--- src/rtl/cpu_ctrl_pkg.sv ---
// ---------------------------------------------------------------------------
// cpu_ctrl_pkg
// Shared definitions for the CPU control sequencer: FSM state encoding
// (also exported on the debug state port) and the opcode map.
// ---------------------------------------------------------------------------
package cpu_ctrl_pkg;

   typedef enum logic [2:0] {
      ST_IDLE   = 3'd0,
      ST_FETCH  = 3'd1,
      ST_DECODE = 3'd2,
      ST_EXEC   = 3'd3,
      ST_HALT   = 3'd4,
      ST_FAULT  = 3'd5
   } state_t;

   localparam logic [3:0] OP_NOP = 4'h0;
   localparam logic [3:0] OP_LDA = 4'h1;
   localparam logic [3:0] OP_CLA = 4'h2;
   localparam logic [3:0] OP_INC = 4'h3;
   localparam logic [3:0] OP_JMP = 4'h4;
   localparam logic [3:0] OP_JZ  = 4'h5;
   localparam logic [3:0] OP_HLT = 4'hF;

   // Opcodes that retire normally; anything else sends EXEC to FAULT.
   function automatic logic op_known(input logic [3:0] op);
      return (op == OP_NOP) || (op == OP_LDA) || (op == OP_CLA) ||
             (op == OP_INC) || (op == OP_JMP) || (op == OP_JZ)  ||
             (op == OP_HLT);
   endfunction

endpackage

--- src/rtl/cpu_ctrl_seq.sv ---
// ---------------------------------------------------------------------------
// cpu_ctrl_seq
// Control sequencer for a tiny accumulator CPU. Walks FETCH -> DECODE -> EXEC
// per instruction, issues PC / IR / accumulator strobes, times out a stalled
// memory fetch into FAULT, and counts retired instructions.
//
// Ports
//   clk          system clock, rising edge
//   rst          synchronous active-high reset
//   start        level; leaves IDLE or HALT for FETCH
//   ir_opcode    opcode from the IR, valid from DECODE onward
//   ac_zero      accumulator is zero (JZ condition)
//   mem_ready    memory returns the instruction word this cycle
//   mem_rd       instruction read request (every FETCH cycle)
//   ir_load      IR load strobe
//   pc_inc       PC increment strobe
//   pc_load      PC jump-load strobe
//   ac_load/ac_inc/ac_clr  accumulator strobes
//   halted/fault status flags decoded from state
//   state        current state encoding (debug)
//   instr_cnt    retired instruction count, wraps 255 -> 0
//
// State table
//   state  | meaning
//   IDLE   | after reset, waiting for start, no strobes
//   FETCH  | mem_rd asserted, waiting for mem_ready (bounded by MAX_WAIT)
//   DECODE | one idle cycle while the IR settles
//   EXEC   | one cycle, opcode-specific strobe, retire
//   HALT   | HLT executed, halted=1, start resumes at FETCH
//   FAULT  | fetch timeout or illegal opcode, held until rst
// ---------------------------------------------------------------------------
module cpu_ctrl_seq
   import cpu_ctrl_pkg::*;
#(
   parameter int OPW      = 4,
   parameter int MAX_WAIT = 15
) (
   input  logic           clk,
   input  logic           rst,
   input  logic           start,
   input  logic [OPW-1:0] ir_opcode,
   input  logic           ac_zero,
   input  logic           mem_ready,
   output logic           mem_rd,
   output logic           ir_load,
   output logic           pc_inc,
   output logic           pc_load,
   output logic           ac_load,
   output logic           ac_inc,
   output logic           ac_clr,
   output logic           halted,
   output logic           fault,
   output logic [2:0]     state,
   output logic [7:0]     instr_cnt
);

   localparam int WW = (MAX_WAIT < 1) ? 1 : $clog2(MAX_WAIT + 1);

   state_t          r_state;
   state_t          w_next;
   logic [WW-1:0]   r_wait;
   logic [WW-1:0]   w_wait_nxt;
   logic [7:0]      r_instr_cnt;
   logic            w_retire;

   logic            w_mem_rd;
   logic            w_ir_load;
   logic            w_pc_inc;
   logic            w_pc_load;
   logic            w_ac_load;
   logic            w_ac_inc;
   logic            w_ac_clr;

   // Zero-extend so the decode works for any OPW: the low nibble selects the
   // operation and any set bit above it makes the opcode illegal.
   logic [OPW+3:0]  w_op_ext;
   logic [3:0]      w_op4;
   logic            w_op_hi_zero;
   logic            w_op_ok;

   assign w_op_ext     = {4'b0000, ir_opcode};
   assign w_op4        = w_op_ext[3:0];
   assign w_op_hi_zero = ((w_op_ext >> 4) == '0);
   assign w_op_ok      = w_op_hi_zero && op_known(w_op4);

   always_ff @(posedge clk) begin
      if (rst) begin
         r_state     <= ST_IDLE;
         r_wait      <= '0;
         r_instr_cnt <= '0;
      end else begin
         r_state <= w_next;
         r_wait  <= w_wait_nxt;
         if (w_retire) begin
            r_instr_cnt <= r_instr_cnt + 8'd1;
         end
      end
   end

   always_comb begin
      w_next     = r_state;
      w_wait_nxt = '0;
      w_retire   = 1'b0;
      w_mem_rd   = 1'b0;
      w_ir_load  = 1'b0;
      w_pc_inc   = 1'b0;
      w_pc_load  = 1'b0;
      w_ac_load  = 1'b0;
      w_ac_inc   = 1'b0;
      w_ac_clr   = 1'b0;

      case (r_state)
         ST_IDLE: begin
            if (start) begin
               w_next = ST_FETCH;
            end
         end

         ST_FETCH: begin
            w_mem_rd = 1'b1;
            if (mem_ready) begin
               w_ir_load = 1'b1;
               w_pc_inc  = 1'b1;
               w_next    = ST_DECODE;
            end else if (r_wait == WW'(MAX_WAIT)) begin
               w_next = ST_FAULT;
            end else begin
               w_wait_nxt = r_wait + WW'(1);
            end
         end

         ST_DECODE: begin
            w_next = ST_EXEC;
         end

         ST_EXEC: begin
            if (!w_op_ok) begin
               w_next = ST_FAULT;
            end else begin
               w_retire = 1'b1;
               w_next   = (w_op4 == OP_HLT) ? ST_HALT : ST_FETCH;
               case (w_op4)
                  OP_LDA:  w_ac_load = 1'b1;
                  OP_CLA:  w_ac_clr  = 1'b1;
                  OP_INC:  w_ac_inc  = 1'b1;
                  OP_JMP:  w_pc_load = 1'b1;
                  OP_JZ:   w_pc_load = ac_zero;
                  default: ;
               endcase
            end
         end

         ST_HALT: begin
            if (start) begin
               w_next = ST_FETCH;
            end
         end

         ST_FAULT: begin
            w_next = ST_FAULT;
         end

         default: begin
            w_next = ST_IDLE;
         end
      endcase
   end

   // Reset is synchronous, but strobes are masked in the reset cycle itself so
   // an interrupted FETCH/EXEC never leaks a side effect into the datapath.
   assign mem_rd    = w_mem_rd  & ~rst;
   assign ir_load   = w_ir_load & ~rst;
   assign pc_inc    = w_pc_inc  & ~rst;
   assign pc_load   = w_pc_load & ~rst;
   assign ac_load   = w_ac_load & ~rst;
   assign ac_inc    = w_ac_inc  & ~rst;
   assign ac_clr    = w_ac_clr  & ~rst;

   assign halted    = (r_state == ST_HALT);
   assign fault     = (r_state == ST_FAULT);
   assign state     = r_state;
   assign instr_cnt = r_instr_cnt;

endmodule

--- config.mk ---
export PLATFORM = sky130hd
export DESIGN_NAME = cpu_ctrl_seq
export DESIGN_NICKNAME = d
export VERILOG_FILES = /design/src/rtl/cpu_ctrl_pkg.sv /design/src/rtl/cpu_ctrl_seq.sv
export SDC_FILE = /design/constraint.sdc
export NUM_CORES = 1
export LEC_CHECK = 0
export ABC_AREA = 1
export CAP_MARGIN = 20
export CORE_MARGIN = 3
export CORE_UTILIZATION = 45
export DETAILED_ROUTE_END_ITERATION = 16
export GPL_TIMING_DRIVEN = 0
export PLACE_DENSITY = 0.81
export SLEW_MARGIN = 10
export SYNTH_ARGS = -nofsm -noshare
export SYNTH_HDL_FRONTEND = slang
export SYNTH_SLANG_ARGS = --single-unit
--- constraint.sdc ---
create_clock -name clk -period 1.2 [get_ports clk]
set_input_delay 0.12 -clock clk [delete_from_list [all_inputs] [get_ports clk]]
set_output_delay 0.12 -clock clk [all_outputs]
set_load 0.02 [all_outputs]
==> results.txt <==
Sw Pwr - 0.000604 W
Core ar. - 1840 sq um
Netlist Area Pre-Place - 930 sq um
Worst Min Path Start - rst
Max frequency - 0.709 GHz
Final layout net count - 191
Worst setup slack after layout - -0.210 ns
Async set-reset flop share out of synthesis - 0
Simple-gate share of the synthesized area - 0.437
Hold Vio Cnt, Final - 0
Std-Cell Rows - 15
GRT overflow - 0
Clk_lat worst skew - 0.28 ns
Area growth syn-to-layout - 64.5%
Switching part of the total - 0.389
CP Class - reg2out
Crit. End Element - output pin
Largest net degree at the start of global routing - 11
RSZ-0062 raised after global routing - yes
Outcome - finished, violations left
Post-synthesis xor/xnor area fraction - 0.0377
Cell variety after synth - 30
Initial antenna violation count - 0
DP Wirelength - 1.80 mm
Place WS - -0.852 ns
Crit start category - flop
DR DRC count - 0
Die Ht - 51.5 microns
Quantity of hold-fixing buffers added after cts - 0
Vias - 1112
Failing checks - negative setup slack
Number of enable flip-flop cells after synthesis - 0
First-pass GRT wire length - 4.30 mm
Clock-pin slew on the worst setup and hold paths - 0.10 ns
Leakage - 0.656 nW
Sequential area share after synthesis - 0.323
Least-Margin Pin Slew - 0.331 ns
Reg2Reg Setup Slack - -0.09 ns
Syn avg cell area - 6.94 sq um
#FFs+latches synth - 15
Gpl congestion - 0.861
Fin. max-slew vios - 0
Comb pwr share - 0.422
Worst Hold Depth - 2
Endpoints failing setup - 17
Clock Sink Count - 15
Drt first pass iters - 4
Reg area - 317 sq um
FILL cells - 110
TritonCTS buffer count - 3
Vias in the first global route - 1000
Met3 WL post-DR - 169 microns
Met2 WL - 1.52 mm
Worst Skew - 0.00763 ns
WL per Instance - 14.9 microns
Multi-input gate area in the final layout - 711 sq um
Starting DRT DRC Count - 32
Boundary pin count - 29
YS warnings - 0
Worst flop-to-flop path endpoint - instr_cnt[6]$_SDFFE_PP0P_
I/O Buffers - 27
Max Buffers Root-to-Sink - 2
Reg2reg start - state[2]$_SDFFE_PP0P_
Total track usage - 0.208
Power per cell area - 1020 nW/um^2
N_diodes - 0
Clock power share - 0.194
Post-layout util - 0.831
Die width - 51.5 microns
Largest family of logic cells by synthesized area - simple AND/OR/NAND/NOR gates
Detail Route Antenna Nets - 0
Drt total wl - 3.04 mm
Met1 Wirelength - 1.27 mm
Root Driver - clkbuf_4
CP required - 1.08 ns
Gate Count Post-Synth - 134
Dominant synthesized flop cell - dfxtp_1
Hold Slack - 0.204 ns
Mux cell area share after synthesis - 0
Die area - 2650 sq um
Min Tclk post-route - 1.41 ns
Commonest non-fill, non-tap cell in the layout - nand2_1
Fraction of the mapped netlist area in adder cells - 0.0269
VDD IR max - 0.000815 V
Pint - 0.000950 W
Crit path arrival time - 1.29 ns
TritonCTS clock tree - done
Hold Crit Endpoint - instr_cnt[6]$_SDFFE_PP0P_
Number of H-tree levels - 1
Vias/cell - 5.45
Commonest cells after routing, fill and taps aside - 31 x nand2_1, 14 x nor2_1, 12 x buf_4, 12 x buf_6, 9 x dlygate4sd2_1
Worst r2r path cells - 7
HP Class - in2reg
Post-synthesis net count - 145
Max-Cap Viols - 0
Initial Utilization - 0.505
Max layer used - met4
Slew headroom - 0.779
Share of layout cells above drive strength 1 - 0.419
Seq pwr share - 0.383
Crit-path max FO - 6
Compound-cell area share of the yosys netlist - 0.105
Fin crit share - 1.17
state kept, by name (all words and copies together), names as in the netlist:
| name | count |
|---|---|
| instr_cnt | 8 |
| r_wait | 4 |
| state | 3 |
routing by layer:
metal	global-route usage	vias up
met5	0	-
met4	0.0349	0
met3	0.0408	10
met2	0.398	50
met1	0.237	522
li1	-	530
area by class of cell:
| class | instances | share of cell area |
|---|---|---|
| buffer | 2 | 0.00818 |
| clock buffer | 3 | 0.0147 |
| clock inverter | 1 | 0.00327 |
| inverter | 14 | 0.0409 |
| multi-input combinational | 103 | 0.465 |
| sequential | 15 | 0.207 |
| tap | 25 | 0.0205 |
| timing repair buffer | 41 | 0.241 |
power by group through the flow:
| stage | sequential [W] | clock [W] | combinational, W |
|---|---|---|---|
| 6_report | 0.000596 | 0.000302 | 0.000656 |
| 2_1_floorplan | 0.000618 | 0 | 0.000239 |
| 3_3_place_gp | 0.000592 | 0 | 0.000416 |
| 3_5_place_dp | 0.000594 | 0 | 0.000424 |
| 4_1_cts | 0.000596 | 0.000301 | 0.000462 |
| 5_1_grt | 0.000603 | 0.000331 | 0.000696 |
through the flow:
stage	total power, W	std cells	cell area, sq um	setup TNS (ns)
CTS	0.00136	195	1360	-0.916
finish	0.00155	204	1530	-1.58
floorplan	0.000857	134	978	0
global placement	0.00101	186	1280	-6.36
detailed placement	0.00102	186	1280	-7.13
global route	0.00163	204	1530	-2.74
timing repair:
| item | in CTS | in global routing |
|---|---|---|
| setup endpoints to repair | 26 | 27 |
| pin swaps | 4 | 7 |
| buffers inserted | 5 | 11 |
| gates resized for setup | 78 | 39 |
worst max-delay path by stage:
stage                   end                   from  cells past startpoint  slack, ns
CTS                 pc_load  state[2]$_SDFFE_PP0P_                      6      -0.25
finish               ac_inc  state[2]$_SDFFE_PP0P_                      5      -0.21
floorplan            ac_clr  state[0]$_SDFFE_PP0P_                      2      0.005
global placement    pc_load           ir_opcode[1]                      6      -0.80
global route         ac_inc  state[2]$_SDFFE_PP0P_                      5      -0.26
detailed placement  pc_load           ir_opcode[1]                      6      -0.85
logic make-up (layout without fill, tap and decap cells):
family,after synthesis,in the layout
buffers and inverters,16,61
and+or+nand+nor,80,80
AOI/OAI and AO/OA,17,17
xor gates and xnor gates,4,4
DFF,15,15
adders and majority gates,2,2
critical path, stage by stage (launching register included):
cell	delay, ns
dfxtp_4	0.37
inv_6	0.07
nand3_4	0.14
buf_6	0.17
nor3_4	0.12
buf_6	0.14
Yosys cell counts (3+ instances only):
library cell / instances / area (sq um)
a21oi_1: 7 / 35.0
dfxtp_1: 15 / 300
inv_1: 9 / 33.8
inv_2: 5 / 18.8
nand2_1: 34 / 128
nand3_1: 9 / 45.0
nand4_1: 3 / 18.8
nor2_1: 19 / 71.3
o211ai_1: 3 / 22.5
o21ai_0: 3 / 15.0
Note: power is estimated with default switching activity, not from simulation.
